--- src/rtl/seg7_scan_driver.sv ---
// Time-multiplexed hex seven-segment scan driver with frame-synchronous shadow update and leading-zero blanking.
// Outputs registered (1-cycle latency); optional anode dimming when SEG7_DIM_EN is defined.
module seg7_scan_driver #(
    parameter int DIGITS    = 4,
    parameter int SLOT_LOG2 = 16
) (
    input  logic                  clk,
    input  logic                  rst,
    input  logic [4*DIGITS-1:0]   digits_in,
    input  logic [DIGITS-1:0]     dp_in,
    input  logic                  load,
    input  logic                  blank_lz,
    input  logic [3:0]            brightness,
    output logic [DIGITS-1:0]     an_out,
    output logic [6:0]            seg_out,
    output logic                  dp_out,
    output logic                  load_pending,
    output logic                  frame_done
);

    localparam int IDX_W = (DIGITS > 1) ? $clog2(DIGITS) : 1;

    logic [SLOT_LOG2-1:0] pcnt;
    logic [IDX_W-1:0]     idx;
    logic                 frame_end;

    logic [4*DIGITS-1:0]  staged_digits;
    logic [DIGITS-1:0]    staged_dp;
    logic [4*DIGITS-1:0]  shadow_digits;
    logic [DIGITS-1:0]    shadow_dp;

    logic [DIGITS-1:0]    blank_mask;
    logic [3:0]           cur_nibble;
    logic                 lit;
    logic [DIGITS-1:0]    an_next;
    logic [6:0]           seg_next;
    logic                 dp_next;

    function automatic logic [6:0] hex_to_seg(input logic [3:0] h);
        case (h)
            4'h0:    hex_to_seg = 7'b1000000;
            4'h1:    hex_to_seg = 7'b1111001;
            4'h2:    hex_to_seg = 7'b0100100;
            4'h3:    hex_to_seg = 7'b0110000;
            4'h4:    hex_to_seg = 7'b0011001;
            4'h5:    hex_to_seg = 7'b0010010;
            4'h6:    hex_to_seg = 7'b0000010;
            4'h7:    hex_to_seg = 7'b1111000;
            4'h8:    hex_to_seg = 7'b0000000;
            4'h9:    hex_to_seg = 7'b0010000;
            4'hA:    hex_to_seg = 7'b0001000;
            4'hB:    hex_to_seg = 7'b0000011;
            4'hC:    hex_to_seg = 7'b1000110;
            4'hD:    hex_to_seg = 7'b0100001;
            4'hE:    hex_to_seg = 7'b0000110;
            default: hex_to_seg = 7'b0001110;
        endcase
    endfunction

    assign frame_end = (&pcnt) && (idx == IDX_W'(DIGITS - 1));

    always_ff @(posedge clk or posedge rst) begin
        if (rst) begin
            pcnt <= '0;
            idx  <= '0;
        end else begin
            pcnt <= pcnt + 1'b1;
            if (&pcnt) begin
                if (idx == IDX_W'(DIGITS - 1))
                    idx <= '0;
                else
                    idx <= idx + 1'b1;
            end
        end
    end

    // A load landing on the boundary cycle is staged for the following frame.
    always_ff @(posedge clk or posedge rst) begin
        if (rst) begin
            staged_digits <= '0;
            staged_dp     <= '0;
            shadow_digits <= '0;
            shadow_dp     <= '0;
            load_pending  <= 1'b0;
            frame_done    <= 1'b0;
        end else begin
            frame_done <= frame_end;
            if (frame_end && load_pending) begin
                shadow_digits <= staged_digits;
                shadow_dp     <= staged_dp;
            end
            if (load) begin
                staged_digits <= digits_in;
                staged_dp     <= dp_in;
                load_pending  <= 1'b1;
            end else if (frame_end) begin
                load_pending  <= 1'b0;
            end
        end
    end

    always_comb begin : p_blank
        logic upper_zero;
        upper_zero = 1'b1;
        blank_mask = '0;
        for (int k = DIGITS - 1; k >= 0; k--) begin
            upper_zero    = upper_zero && (shadow_digits[4*k +: 4] == 4'h0);
            blank_mask[k] = blank_lz && (k != 0) && upper_zero;
        end
    end

`ifdef SEG7_DIM_EN
    assign lit = (pcnt[SLOT_LOG2-1 -: 4] <= brightness);
`else
    logic unused_brightness;
    assign unused_brightness = ^brightness;
    assign lit = 1'b1;
`endif

    assign cur_nibble = shadow_digits[idx*4 +: 4];
    assign an_next    = lit ? ~(DIGITS'(1) << idx) : '1;
    assign seg_next   = blank_mask[idx] ? 7'h7F : hex_to_seg(cur_nibble);
    assign dp_next    = ~shadow_dp[idx];

    always_ff @(posedge clk or posedge rst) begin
        if (rst) begin
            an_out  <= '1;
            seg_out <= 7'h7F;
            dp_out  <= 1'b1;
        end else begin
            an_out  <= an_next;
            seg_out <= seg_next;
            dp_out  <= dp_next;
        end
    end

endmodule

--- config.mk ---
export PLATFORM = sky130hd
export DESIGN_NAME = seg7_scan_driver
export DESIGN_NICKNAME = d
export VERILOG_FILES = /design/src/rtl/seg7_scan_driver.sv
export SDC_FILE = /design/constraint.sdc
export NUM_CORES = 1
export LEC_CHECK = 0
export ABC_AREA = 1
export CAP_MARGIN = 20
export CORE_UTILIZATION = 50
export CTS_CLUSTER_DIAMETER = 50
export DETAILED_ROUTE_END_ITERATION = 10
export PLACE_DENSITY = 0.73
export SYNTH_ARGS = -nofsm -noshare
export SYNTH_HDL_FRONTEND = slang
export SYNTH_SLANG_ARGS = --single-unit
--- constraint.sdc ---
create_clock -name clk -period 4.9 [get_ports clk]
set_input_delay 0.735 -clock clk [delete_from_list [all_inputs] [get_ports clk]]
set_output_delay 0.735 -clock clk [all_outputs]
set_load 0.01 [all_outputs]
==> results.cfg <==
[route]
wl_met1_mm = 2.91
drtAntennaViolNets = 0
drtIter0Drc = 149
wl_met2_mm = 2.83
wl_met3_um = 232
drt-pass1-iter-count = 9
top_layer = met4
via_per_inst = 5.22
drt_wl_total_mm = 6.10
num_vias = 2428
wire_per_inst_um = 13.1
drc = 8

[place]
dp.cells = 449
dp_hpwl_mm = 4.21
gp_congestion = 0.864
numPortBuffers = 37

[clock_network]
cts_root_buffer = clkbuf_8
cts_setup_buffers = 0
cts_resized = 0
htree_levels = 3
ctsHoldBuffers = 0
cts_buffer_depth = 2
tritoncts = done
clock_sinks = 72
clk_latency_ps = 350
numCtsBuffers = 9
cts.reportedPaths.clkPinSlew_ps = 90

[power_and_ir_drop]
power_density_nw_per_um2 = 288
seqPwrFrac = 0.545
p_leak_uw = 0.00193
peakVddDrop_mv = 0.146
sw_frac_of_total = 0.227
combPwrFrac = 0.045
power_uw = 1140
clock_power_share = 0.410
p_int_uw = 880
p_sw_uw = 259

[timing]
drv_slew = 0
fin_skew_ps = 12.7
tns_ps = 0
max_freq_mhz = 375
slew_headroom = 0.324
worst_pin_slew_ps = 1010
hold_viol = 0
layout_min_cycle_time_ps = 2670
finalCritPeriodShare = 0.544
setup_viol_count_final = 0
rsz0062_at_grt = no

[die]
core_um2 = 6420
die_area_um2 = 7070
start_util = 0.524
rows = 29
pin_count = 42
die_w_um = 84.1
die_h_um = 84.1

[grt]
grt_usage = 0.197
grt_pass1_wl_mm = 11.0
antenna_found_initial = 0
first_global_vias = 2406
grt_max_degree = 43
grt-ovfl-total = 0

[setup_path]
critPathMaxFanout = 23
crit_path_start_kind = flop
crit_arrival_ps = 1930
reg2reg_slack_ps = 2770
cp_top_family = flip-flops
cpMaxStageDelayCell = dfrtp_1
crit_buf_inv = 1
crit_path_end_kind = output port
cp_slowest_stage_delay_ps = 900
path_cells = clkdlybuf4s50_1
crit_type = reg -> out
required_ps = 4160

[synth]
netlist_area_um2 = 3370
synthesis.nets = 385
syn_area_per_cell_um2 = 9.73
yosys_warnings = 0
synth_cell_types = 28
synth_seq_area_share = 0.539
ys_seq_elements = 72
synthCells = 346

[finish]
finalNonFillerCells = 465
antenna_cells = 0
final_cell_mix = nand2_1 (101), dfrtp_1 (60), clkdlybuf4s50_1 (37)
nets = 422
layout-drive-gt1-share = 0.155
area_growth_pct = 17.5
num-fill-cells = 544
utilization = 0.616
mostFrequentLayoutCell = nand2_1

[flow_run]
max-cap-violations = 0

[run_status]
status = finished, violations left
violations = design-rule violations

[min_path]
hold_path_class = reg -> reg
==> per-layer routing <==
metal | GRT usage | up-vias
met2 | 0.316 | 49
met1 | 0.262 | 1165
met5 | 0 | -
li1 | - | 1203
met3 | 0.0317 | 11
met4 | 0.0940 | 0
==> path summary, 6_finish.rpt <==
kind,from,to,cells past startpoint
worst min register to register,pcnt[0],pcnt[0],1
worst max-delay path,load_pending,load_pending,1
worst max register to register,idx[0],shadow_digits[2],4
max in group asynchronous,rst,an_out[3],3
min in group asynchronous,rst,shadow_digits[12],2
worst min-delay path,pcnt[0],pcnt[0],1
==> registers in the layout, summed over array words and instances, names as in the netlist <==
name,cells
dp_out,1
idx,2
frame_done,1
pcnt,16
shadow_digits,16
load_pending,1
shadow_dp,4
seg_out,7
an_out,4
staged_dp,4
staged_digits,16
==> layout make-up <==
cell class | instances | area (um^2) | share of cell area
Sequential cell | 72 | 1820 | 0.459
Clock buffer | 10 | 128 | 0.0322
Multi-Input combinational cell | 237 | 1380 | 0.348
Tap cell | 77 | 96.3 | 0.0243
Timing Repair Buffer | 38 | 378 | 0.0954
Clock inverter | 6 | 68.8 | 0.0174
Inverter | 25 | 93.8 | 0.0237
==> through the flow <==
stage / hold WS [ps] / worst slack [ps] / cell area (um^2)
finish: 464 / 2230 / 3960
floorplan: 415 / 2360 / 3370
global placement: 428 / 2480 / 3760
CTS: 478 / 2250 / 3960
global route: 495 / 2180 / 3960
detailed placement: 461 / 2460 / 3760
==> cell families (layout without fill, tap and decap cells) <==
group / count (synthesis) / after routing / synth area share
mux: 20 / 20 / 0.0669
fa+ha+maj: 11 / 11 / 0.0409
flops: 72 / 72 / 0.539
xor+xnor: 14 / 14 / 0.0364
simple gates: 187 / 187 / 0.255
buf+inv: 37 / 79 / 0.0516
compound gates: 5 / 5 / 0.00966
==> power groups by stage <==
stage	registers, uW	logic, uW	clock network [uW]
detailed placement	632	53.3	0
global route	622	57.5	505
floorplan	628	29.0	0
CTS	620	53.4	475
global placement	631	52.0	0
finish	620	51.6	467
==> Yosys cell counts, drive strengths merged <==
cell    count  share of area
a21oi       1         0.0015
ha         11          0.041
buf         8          0.019
nor4        1         0.0019
xnor2       5          0.013
nor3        1         0.0015
nand4      21          0.039
clkbuf      4         0.0045
mux2       20          0.067
xor2        9          0.023
nand3      34          0.056
dfstp      12          0.094
or2         1         0.0019
a21o        1         0.0022
inv        25          0.028
a32o        1         0.0030
dfrtp      60           0.45
nor2       24          0.034
nand2     105           0.12
o21ai       2         0.0030
==> worst reg2reg max path: stages, from the launching register on <==
cell,delay (ps)
dfrtp_1,610
ha_1,800
nand3_4,380
nand2_1,160
nand2_1,70
No activity file was read; power rests on OpenSTA's default activity.
